### src/rtl/l2_cacheline_adaptor_if.sv
// Bus bundle between the L2 line side and the 64-bit burst memory side.
// The adaptor uses the slave view. The L2/memory environment uses the master view.
interface l2_cacheline_adaptor_if #(
  parameter int S_LINE = 256,
  parameter int S_BEAT = 64
);
  logic [S_LINE-1:0] line_i;
  logic [S_LINE-1:0] line_o;
  logic [31:0]       address_i;
  logic              read_i;
  logic              write_i;
  logic              resp_o;
  logic [S_BEAT-1:0] burst_i;
  logic [S_BEAT-1:0] burst_o;
  logic [31:0]       address_o;
  logic              read_o;
  logic              write_o;
  logic              resp_i;

  modport slave (
    input  line_i, address_i, read_i, write_i, burst_i, resp_i,
    output line_o, resp_o, burst_o, address_o, read_o, write_o
  );

  modport master (
    output line_i, address_i, read_i, write_i, burst_i, resp_i,
    input  line_o, resp_o, burst_o, address_o, read_o, write_o
  );
endinterface

### src/rtl/l2_cacheline_adaptor.sv
// Splits one L2 line read/write-back into a 4-beat memory burst.
// Reassembles read beats into a full line and issues a one-cycle resp_o when the line completes.
module l2_cacheline_adaptor #(
  parameter int s_offset = 5,
  parameter int s_beat   = 64
) (
  input  logic                   clk,
  input  logic                   rst,
  l2_cacheline_adaptor_if.slave  bus
);

  localparam int s_line    = 8 * (2 ** s_offset);
  localparam int num_beats = s_line / s_beat;
  localparam int CNT_W     = $clog2(num_beats);
  localparam int BASE_W    = $clog2(s_line);

  typedef enum logic [1:0] {IDLE, READ, WRITE, DONE} state_t;

  state_t             r_state;
  state_t             w_next;
  logic [31:0]        r_addr;
  logic [s_line-1:0]  r_line;
  logic [CNT_W-1:0]   r_cnt;
  logic [BASE_W-1:0]  w_base;
  logic               w_lastBeat;
  logic [31:0]        w_lineAddr;

  assign w_base     = BASE_W'(r_cnt) << $clog2(s_beat);
  assign w_lastBeat = bus.resp_i && (r_cnt == CNT_W'(num_beats - 1));
  assign w_lineAddr = {bus.address_i[31:s_offset], {s_offset{1'b0}}};

  always_ff @(posedge clk) begin
    if (!rst) begin
      r_state <= IDLE;
      r_addr  <= '0;
      r_line  <= '0;
      r_cnt   <= '0;
    end else begin
      r_state <= w_next;
      case (r_state)
        IDLE: begin
          // Write-back wins when both requests are raised together.
          if (bus.write_i) begin
            r_line <= bus.line_i;
            r_addr <= w_lineAddr;
            r_cnt  <= '0;
          end else if (bus.read_i) begin
            r_addr <= w_lineAddr;
            r_cnt  <= '0;
          end
        end
        READ: begin
          if (bus.resp_i) begin
            r_line[w_base +: s_beat] <= bus.burst_i;
            r_cnt                    <= r_cnt + CNT_W'(1);
          end
        end
        WRITE: begin
          if (bus.resp_i) begin
            r_cnt <= r_cnt + CNT_W'(1);
          end
        end
        default: ;
      endcase
    end
  end

  always_comb begin
    w_next = r_state;
    case (r_state)
      IDLE: begin
        if (bus.write_i)     w_next = WRITE;
        else if (bus.read_i) w_next = READ;
      end
      READ:    if (w_lastBeat) w_next = DONE;
      WRITE:   if (w_lastBeat) w_next = DONE;
      DONE:    w_next = IDLE;
      default: w_next = IDLE;
    endcase
  end

  // Outputs are forced low for the whole reset window, including the cycle before the reset edge.
  always_comb begin
    bus.read_o    = 1'b0;
    bus.write_o   = 1'b0;
    bus.resp_o    = 1'b0;
    bus.address_o = '0;
    bus.burst_o   = '0;
    bus.line_o    = '0;
    if (rst) begin
      bus.line_o = r_line;
      case (r_state)
        READ: begin
          bus.read_o    = 1'b1;
          bus.address_o = r_addr;
        end
        WRITE: begin
          bus.write_o   = 1'b1;
          bus.address_o = r_addr;
          bus.burst_o   = r_line[w_base +: s_beat];
        end
        DONE:    bus.resp_o = 1'b1;
        default: ;
      endcase
    end
  end

endmodule
### src/flat_wrapper.sv
// flat-port wrapper written by rule: the top's interface ports become plain ports
module l2_cacheline_adaptor_flat 
#(
  parameter int s_offset = 5,
  parameter int s_beat   = 64
)
  (clk, rst, bus_line_i, bus_address_i, bus_read_i, bus_write_i, bus_burst_i, bus_resp_i, bus_line_o, bus_resp_o, bus_burst_o, bus_address_o, bus_read_o, bus_write_o);
  l2_cacheline_adaptor_if bus_i ();
  input  logic clk;
  input  logic rst;
  input wire logic [$bits(bus_i.line_i)-1:0] bus_line_i;
  input wire logic [$bits(bus_i.address_i)-1:0] bus_address_i;
  input wire logic [$bits(bus_i.read_i)-1:0] bus_read_i;
  input wire logic [$bits(bus_i.write_i)-1:0] bus_write_i;
  input wire logic [$bits(bus_i.burst_i)-1:0] bus_burst_i;
  input wire logic [$bits(bus_i.resp_i)-1:0] bus_resp_i;
  output wire logic [$bits(bus_i.line_o)-1:0] bus_line_o;
  output wire logic [$bits(bus_i.resp_o)-1:0] bus_resp_o;
  output wire logic [$bits(bus_i.burst_o)-1:0] bus_burst_o;
  output wire logic [$bits(bus_i.address_o)-1:0] bus_address_o;
  output wire logic [$bits(bus_i.read_o)-1:0] bus_read_o;
  output wire logic [$bits(bus_i.write_o)-1:0] bus_write_o;
  assign bus_i.line_i = bus_line_i;
  assign bus_i.address_i = bus_address_i;
  assign bus_i.read_i = bus_read_i;
  assign bus_i.write_i = bus_write_i;
  assign bus_i.burst_i = bus_burst_i;
  assign bus_i.resp_i = bus_resp_i;
  assign bus_line_o = bus_i.line_o;
  assign bus_resp_o = bus_i.resp_o;
  assign bus_burst_o = bus_i.burst_o;
  assign bus_address_o = bus_i.address_o;
  assign bus_read_o = bus_i.read_o;
  assign bus_write_o = bus_i.write_o;
  l2_cacheline_adaptor #(.s_offset(s_offset), .s_beat(s_beat)) u_core (.clk(clk), .rst(rst), .bus(bus_i));
endmodule
### config.mk
export PLATFORM = sky130hd
export DESIGN_NAME = l2_cacheline_adaptor_flat
export DESIGN_NICKNAME = d
export VERILOG_FILES = /design/src/rtl/l2_cacheline_adaptor_if.sv /design/src/rtl/l2_cacheline_adaptor.sv /design/src/flat_wrapper.sv
export SDC_FILE = /design/constraint.sdc
export NUM_CORES = 1
export LEC_CHECK = 0
export BUFFER_PORTS_ARGS = -buffer_cell sky130_fd_sc_hd__buf_2
export CELL_PAD_IN_SITES_DETAIL_PLACEMENT = 1
export CELL_PAD_IN_SITES_GLOBAL_PLACEMENT = 1
export CORE_ASPECT_RATIO = 0.6
export CORE_MARGIN = 10
export CORE_UTILIZATION = 34
export DETAILED_ROUTE_END_ITERATION = 8
export PLACE_DENSITY_LB_ADDON = 0.1
export SLEW_MARGIN = 20
export SYNTH_ARGS = -nofsm -noshare
export SYNTH_HDL_FRONTEND = slang
export SYNTH_SLANG_ARGS = --single-unit
### constraint.sdc
create_clock -name clk -period 2.54 [get_ports clk]
set_input_delay 0.508 -clock clk [delete_from_list [all_inputs] [get_ports clk]]
set_output_delay 0.508 -clock clk [all_outputs]
set_load 0.02 [all_outputs]
; ---- Yosys cells after proc, flatten, opt, wreduce, memory -nomap -nowiden
; Index checks and enable logic that the tools add are counted.
[op_classes]
n_addsub = 2
n_eq_ne = 9
shifts = 3
muxes = 25
reduce_logical = 10
[ops]
columns = operator, count
row1 = 256-bit two-way mux, 3
row2 = 256-bit case mux with 2 select lines, 1
row3 = 256-bit bitwise mux, 1
row4 = "64-bit by 10-bit variable shift with 256-bit output, first input constant", 1
row5 = 256-bit by 9-bit variable part select with 64-bit output, 1
row6 = 64-bit by 10-bit variable part select with 256-bit output, 1
row7 = 32-bit two-way mux, 4
row8 = 64-bit two-way mux, 2
row9 = 2-bit two-way mux, 6
row10 = 8-bit negation with 10-bit output, 1
row11 = "2-bit equality test, second input constant", 3
row12 = 1-bit two-way mux, 6
row13 = 2-bit case mux with 3 select lines, 1
row14 = 3-bit AND reduction, 2
row15 = 2-bit nonzero test, 3
row16 = "2-bit by 1-bit != test with 1-bit output, second input constant", 2
row17 = "2-bit != test, second input constant", 2
row18 = 2-bit case mux with 2 select lines, 1
row19 = 2-bit AND reduction, 2
row20 = "3-bit != test, second input constant", 1
row21 = "2-bit by 1-bit adder with 2-bit output, second input constant", 1
row22 = "2-bit by 1-bit equality test with 1-bit output, second input constant", 1
row23 = 2-bit zero test, 1
row24 = 2-bit OR reduction, 1
row25 = 1-bit logical AND, 1
[word_totals]
register_bits = 292
input_bits = 357
out_inout_bits = 355
word_cells = 53

; ---- Logic depth before layout (Yosys ltp)
; Gate-level depths: netlist of run 1.
[depth]
word_depth = 5
depth_mapped = 9

; ---- Least setup slack after synthesis of run 1
; Ideal clock, no wire load.
[synth_timing]
kind = flip-flop to flip-flop
start = register u_core.r_cnt[1]
end = register u_core.r_line[214]
setup_time_ns = 0.089
arrival_ns = 2.281
required_time_ns = 2.451
setup_slack_ns = 0.171
path_stages_with_launch = 10
path_cell_list = dfxtp_1 -> buf_2 -> buf_1 -> inv_1 -> ha_1 -> nor2b_1 -> clkbuf_2 -> clkbuf_1 -> nand3_1 -> a311oi_2
[synth_between]
elab_chain_cells = 5
word_cells_on_any_way = 6
[synth_rtl]
columns = element, line_no
row1 = "start, declared", l2_cacheline_adaptor.sv:23  ; logic [CNT_W-1:0] r_cnt;
row2 = "start signal, assigned", l2_cacheline_adaptor.sv:55  ; r_cnt <= r_cnt + CNT_W'(1);
row3 = "start signal, assigned", l2_cacheline_adaptor.sv:60  ; r_cnt <= r_cnt + CNT_W'(1);
row4 = 8-bit negation with 10-bit output *, l2_cacheline_adaptor.sv:54  ; r_line[w_base +: s_beat] <= bus.burst_i;
row5 = 64-bit by 10-bit variable part select with 256-bit output or 64-bit by 10-bit variable shift with 256-bit output (tied branches), l2_cacheline_adaptor.sv:54
row6 = 256-bit bitwise mux *, l2_cacheline_adaptor.sv:54
row7 = 256-bit two-way mux *, l2_cacheline_adaptor.sv:53  ; if (bus.resp_i) begin
row8 = 256-bit case mux with 2 select lines *, l2_cacheline_adaptor.sv:40  ; case (r_state)
row9 = "end signal, assigned", l2_cacheline_adaptor.sv:44  ; r_line <= bus.line_i;
row10 = "end signal, assigned by index", l2_cacheline_adaptor.sv:54
row11 = "end, declared", l2_cacheline_adaptor.sv:22  ; logic [s_line-1:0] r_line;
; Mark *: on every way between the ends. The rest lies on a longest branch, timed or not. The select of a mux whose other input is x is not followed.
; A chain may end at the register's enable or synchronous reset.

; ---- Final worst setup path of run 1
[layout_timing]
start = register u_core.r_cnt[0]
end = output bus_burst_o[28]
[layout_between]
elab_chain_cells = 3
[layout_rtl]
columns = element, line_no
row1 = 256-bit by 9-bit variable part select with 64-bit output, l2_cacheline_adaptor.sv:100  ; bus.burst_o = r_line[w_base +: s_beat];
row2 = 64-bit two-way mux, l2_cacheline_adaptor.sv:92  ; case (r_state)
row3 = 64-bit two-way mux, l2_cacheline_adaptor.sv:90  ; if (rst) begin
row4 = "end, declared", flat_wrapper.sv:19  ; output wire logic [$bits(bus_i.burst_o)-1:0] bus_burst_o;
; Every way passes these cells.

==> impl_metrics.yaml, run 1 <==
worst_setup_path:
  path_cells: "buf_12 > buf_12 > buf_16 > mux4_2 > and2_4 > buf_6"
  worst-path-max-fanout: 4
  r2r-start: "u_core.r_cnt[0]"
  cp_common_cell: "buf_12"
  worstRegToRegCells: 8
  start_kind: "flip-flop"
  r2r_setup_slack_ps: 110
  critical-path-max-stage-delay_ps: 510
  endpoint_kind: "output pin"
  critPathCapture: "bus_burst_o[28]"
  slowest_stage: "mux4_2"
  setup.worst_path.start: "u_core.r_cnt[0]"
  cp.required_ps: 2030
  cp.arrival_ps: 2170
  r2r_end: "u_core.r_line[231]"
  path_class: "flip-flop to output pin"
global_route:
  grt.total_usage: 0.303
  grt_remaining_overflow: 0
  grt_antenna_before_repair: 27
  grt_pass1_wl_um: 154000
  grt_pass1_vias: 21500
  grt_max_degree: 97
timing:
  tightestPinTransition_ps: 747
  hold_viol: 0
  finalCritPeriodShare: 1.06
  finalClockSkew_ps: 15.3
  slew_violations: 0
  min_period_ps: 2680
  maxSlewHeadroom: 0.502
  layout_setup_ws_ps: -140
  setup_viol: 64
  fmax_mhz: 373
  fin_tns_setup_ps: -4790
  rsz0062_at_grt: "true"
synthesis:
  yosysTopAreaCellShare: 0.296
  synth_area_leaders: "dfxtp_1 (30%), a311oi_2 (14%), and2_1 (11%)"
  synth_seq_cells: 287
  postSynth.asyncResetShare: 0
  synth_top_area_cell: "dfxtp_1"
  synth_area_per_cell_um2: 9.09
  yosys_warnings: 0
  synth_area_um2: 19400
  synth_enable_flop_cells: 0
  synthFlopType: "dfxtp_1"
  ys_types: 37
  ys_seq_area_frac: 0.296
  synthCells: 2134
detailed_routing:
  drc: 0
  via_count: 20900
  routed_via_density: 6.00
  final_antenna_net_count: 0
  drtIter0Drc: 1851
  wl_um: 109000
  wl_per_cell_um: 31.3
  drt-pass1-iter-count: 5
run:
  max-cap-violations: 0
final_layout:
  seq_area_um2: 5750
  mostFrequentLayoutCells: "buf_2 (651), dfxtp_1 (284), and2_1 (273), nand2b_1 (256), a21oi_1 (224)"
  synthToLayoutAreaGrowth_pct: 32.3
  layout_commonest_cell: "buf_2"
  final_nets: 3052
  multi_input_area_um2: 12500
  drive_gt1_frac: 0.432
  final_core_utilization: 0.457
  fill_cells: 6583
clock_network:
  clkTransAtPathRegs_ps: 60
  h-tree-depth: 2
  cts_tree: "done"
  clk_latency_ps: 540
  cts-root-buf: "clkbuf_16"
  cts_buffers: 34
  ctsHoldBuffers: 0
  clkSinkCount: 287
  clockBufferDepth: 3
floorplan:
  dieArea_um2: 67400
  die_h_um: 205
  fp.dieW_um: 328
  ios: 712
  core_um2: 56200
  start_util: 0.346
  row_count: 67
placement:
  hpwl_um: 73600
  gp_congestion: 0.878
  io_buffers: 701
pwr:
  p_per_area_nw_per_um2: 1120
  peakVddDrop_mv: 0.754
  leakagePower_nw: 10.9
outcome:
  status: "complete, but fails checks"
  violations: "negative setup slack"
hold_path:
  hp-class: "input port to flip-flop"
kinds of logic (layout without fill, tap and decap cells):
logic type,Yosys count,after routing,synth area share
simple gates,998,998,0.303
compound gates,490,490,0.245
flops,287,287,0.296
buf+inv,281,851,0.0733
mux,67,67,0.0761
fa+ha+maj,10,10,0.00645
other cells,1,27,0.000193
critical path: cells and delay by family, from the launching register on:
| kind | cells | cell delay [ps] |
|---|---|---|
| DFF | 1 | 370 |
| muxes | 1 | 510 |
| and+or+nand+nor | 1 | 180 |
| buffers and inverters | 4 | 550 |
synth_stat cells (all sizes together) (2+ instances only):
master / count
a21bo: 5
a21oi: 224
a311oi: 193
and2: 328
and3: 88
buf: 133
clkbuf: 143
dfxtp: 287
ha: 10
inv: 5
mux2i: 2
mux4: 64
nand2: 54
nand2b: 256
nand3: 193
nand4: 66
nor2b: 4
nor3b: 4
o21ai: 3
o221a: 64
state kept, by name (all words and copies together) (netlist names):
| signal | flops |
|---|---|
| u_core.r_addr | 27 |
| u_core.r_cnt | 2 |
| u_core.r_line | 256 |
| u_core.r_state | 2 |
routing by layer:
metal / up-vias / routed length [µm] / global-route usage
li1: 8957 / - / -
met1: 10800 / 46400 / 0.396
met2: 948 / 50800 / 0.487
met3: 179 / 8670 / 0.0739
met4: 12 / 3130 / 0.0969
met5: - / 72 / 0
worst min-delay path by stage:
stage / startpoint / to / cells after the start
detailed placement: u_core.r_addr[24] / u_core.r_addr[24] / 2
global placement: u_core.r_addr[21] / u_core.r_addr[21] / 2
global route: bus_address_i[14] / u_core.r_addr[14] / 3
CTS: bus_address_i[19] / u_core.r_addr[19] / 3
finish: bus_address_i[12] / u_core.r_addr[12] / 3
floorplan: u_core.r_addr[10] / u_core.r_addr[10] / 2
power by group:
group / total [mW] / internal, mW / switching, mW
Clock: 5.37 / 3.17 / 2.20
Sequential: 8.26 / 6.39 / 1.87
Combinational: 15.1 / 6.19 / 8.94
Total: 28.8 / 15.7 / 13.0
metrics by stage:
step                power [mW]  cell area [µm²]  hold WS (ps)  std cells  worst slack, ps
floorplan                 17.2            19400           432       2138              171
global placement          21.8            23500           437       3386              149
global route              30.0            25700           187       3483             -198
CTS                       28.5            25500           171       3465             -160
detailed placement        22.2            23500           448       3386             63.1
finish                    28.8            25700           202       3489             -140
final cells by class:
cell class                 count  share of cell area
sequential                   287               0.224
clock buffer                  51              0.0425
antenna                       22             0.00214
timing repair buffer         787               0.203
multi-input combinational   1570               0.487
clock inverter                 8             0.00361
inverter                       5             0.00102
tap                          759              0.0370
repair_timing:
| action | 4_1_cts | 5_1_grt |
|---|---|---|
| resized for setup | 158 | 14 |
| pin swaps | 2 | 0 |
| cloned | 10 | 1 |
| endpoints found under the setup margin | 92 | 101 |
| setup buffers | 10 | 0 |
Power figures use the tool's default switching activity.
==> run 2, diff against run 1 <==
--- a/config.mk
+++ b/config.mk
@@ -11,6 +11,7 @@
 export CORE_ASPECT_RATIO = 0.6
 export CORE_MARGIN = 10
 export CORE_UTILIZATION = 34
+export CTS_BUF_LIST = sky130_fd_sc_hd__clkbuf_4 sky130_fd_sc_hd__clkbuf_8
 export DETAILED_ROUTE_END_ITERATION = 8
 export PLACE_DENSITY_LB_ADDON = 0.1
 export SLEW_MARGIN = 20
==> impl_metrics.yaml, run 2 (same netlist as run 1, synthesis figures left out) <==
pwr:
  peakVddDrop_mv: 0.764
  fin_total_pwr_mw: 28.3
  p_per_area_nw_per_um2: 1110
  leakagePower_nw: 10.9
global_route:
  grt_pass1_vias: 21600
  grt_remaining_overflow: 0
  grt_pass1_wl_um: 155000
  grt_max_degree: 97
  grt.total_usage: 0.306
  grt_antenna_before_repair: 35
clock_network:
  clk_latency_ps: 640
  ctsHoldBuffers: 0
  h-tree-depth: 2
  cts_tree: "done"
  clkTransAtPathRegs_ps: 70
  cts-root-buf: "clkbuf_8"
  clkSinkCount: 287
  cts_buffers: 51
  clockBufferDepth: 3
final_layout:
  mostFrequentLayoutCells: "buf_2 (671), and2_1 (299), dfxtp_1 (283), nand2b_1 (256), a21oi_1 (224)"
  design_area_um2: 25500
  synthToLayoutAreaGrowth_pct: 31.2
  final_core_utilization: 0.453
  final_nets: 3073
  layout_commonest_cell: "buf_2"
  largest_register_ff_count: 256
  regMostFlops: "u_core.r_line"
  largestRegisters: "u_core.r_line (256), u_core.r_addr (27)"
  fin_cells: 3524
  drive_gt1_frac: 0.432
placement:
  post_dp_cell_area_um2: 23500
  gp_congestion: 0.878
  hpwl_um: 73600
  io_buffers: 701
  dp.cells: 3386
hold_path:
  hp-class: "input port to flip-flop"
timing:
  maxSlewHeadroom: 0.507
  layout_setup_ws_ps: -232
  finalClockSkew_ps: 30.5
  fin_tns_setup_ps: -10880
  min_period_ps: 2770
  tightestPinTransition_ps: 739
  rsz0062_at_grt: "true"
  fmax_mhz: 361
  slew_violations: 0
  setup_viol: 64
  finalCritPeriodShare: 1.09
  hold_viol: 0
worst_setup_path:
  r2r_setup_slack_ps: 30
  path_delay_family: "buffers and inverters"
  worst-path-max-fanout: 8
  path_class: "flip-flop to output pin"
  cp.arrival_ps: 2260
  cp_common_cell: "buf_6"
  path_cells: "buf_6 > buf_12 > buf_16 > mux4_2 > and2_4 > buf_6"
  slowest_stage: "mux4_2"
  critical-path-max-stage-delay_ps: 520
  critPathBufInv: 4
  endpoint_kind: "output pin"
  start_kind: "flip-flop"
  cp.required_ps: 2030
floorplan:
  row_count: 67
  core_um2: 56200
  fp.dieW_um: 328
  ios: 712
  dieArea_um2: 67400
  start_util: 0.346
  die_h_um: 205
detailed_routing:
  wl_per_cell_um: 31.3
  routed_via_density: 5.94
  final_antenna_net_count: 0
  drc: 0
  drtIter0Drc: 1828
  wl_um: 110000
  via_count: 20900
  drt-pass1-iter-count: 5
run:
  max-cap-violations: 0
outcome:
  violations: "negative setup slack"
  status: "complete, but fails checks"
-- run 2: cell types whose count changed in the layout (fill, tap and decap cells not counted), sizes merged --
| cell | delta |
|---|---|
| bufbuf | +1 |
| clkinvlp | -1 |
| clkbuf | +29 |
| diode | +5 |
| buf | +2 |
| bufinv | -1 |
-- run 2: path summary, 6_finish.rpt --
check                                  startpoint                 end  cells after the start
worst max-delay path              u_core.r_cnt[0]      bus_burst_o[2]                      6
worst min-delay path            bus_address_i[14]   u_core.r_addr[14]                      3
worst max register to register    u_core.r_cnt[0]  u_core.r_line[173]                      7
worst min register to register  u_core.r_addr[16]   u_core.r_addr[16]                      2
-- run 2: metrics by stage --
step	hold WS, ps	setup slack (ps)
2_1_floorplan	432	171
3_3_place_gp	437	149
3_5_place_dp	448	63.1
4_1_cts	48.6	-251
5_1_grt	74.8	-280
6_report	106	-232
-- run 2: final cells by class --
| cell class | instances | area (µm²) |
|---|---|---|
| Fill cell | 6644 | 30700 |
| Multi-Input combinational cell | 1570 | 12400 |
| Sequential cell | 287 | 5760 |
| Timing Repair Buffer | 791 | 5150 |
| Clock buffer | 79 | 1010 |
| Tap cell | 759 | 950 |
| Antenna cell | 27 | 67.6 |
| Clock inverter | 6 | 55.1 |
| Inverter | 5 | 26.3 |
-- run 2: per-layer routing --
layer	vias to the layer above	global-route usage	routed length [µm]
li1	9027	-	-
met1	10700	0.394	46200
met2	992	0.482	50700
met3	204	0.0862	9600
met4	16	0.111	3670
met5	-	0	103
-- run 2: power by group --
group	total [mW]	leakage [nW]	switching [mW]	internal, mW
sequential	8.24	2.38	1.85	6.40
clock	4.81	0.571	2.21	2.61
combinational	15.2	7.93	8.99	6.21
-- run 2: tightest hold or removal path, cell delays in order --
cell     delay (ps)
buf_2            90
nand2_1          40
a21oi_1          50
-- run 2: timing repair --
action	CTS	global route
setup buffers	10	1
resized for setup	103	3
cloned	13	2
pin swaps	0	9
endpoints found under the setup margin	93	91
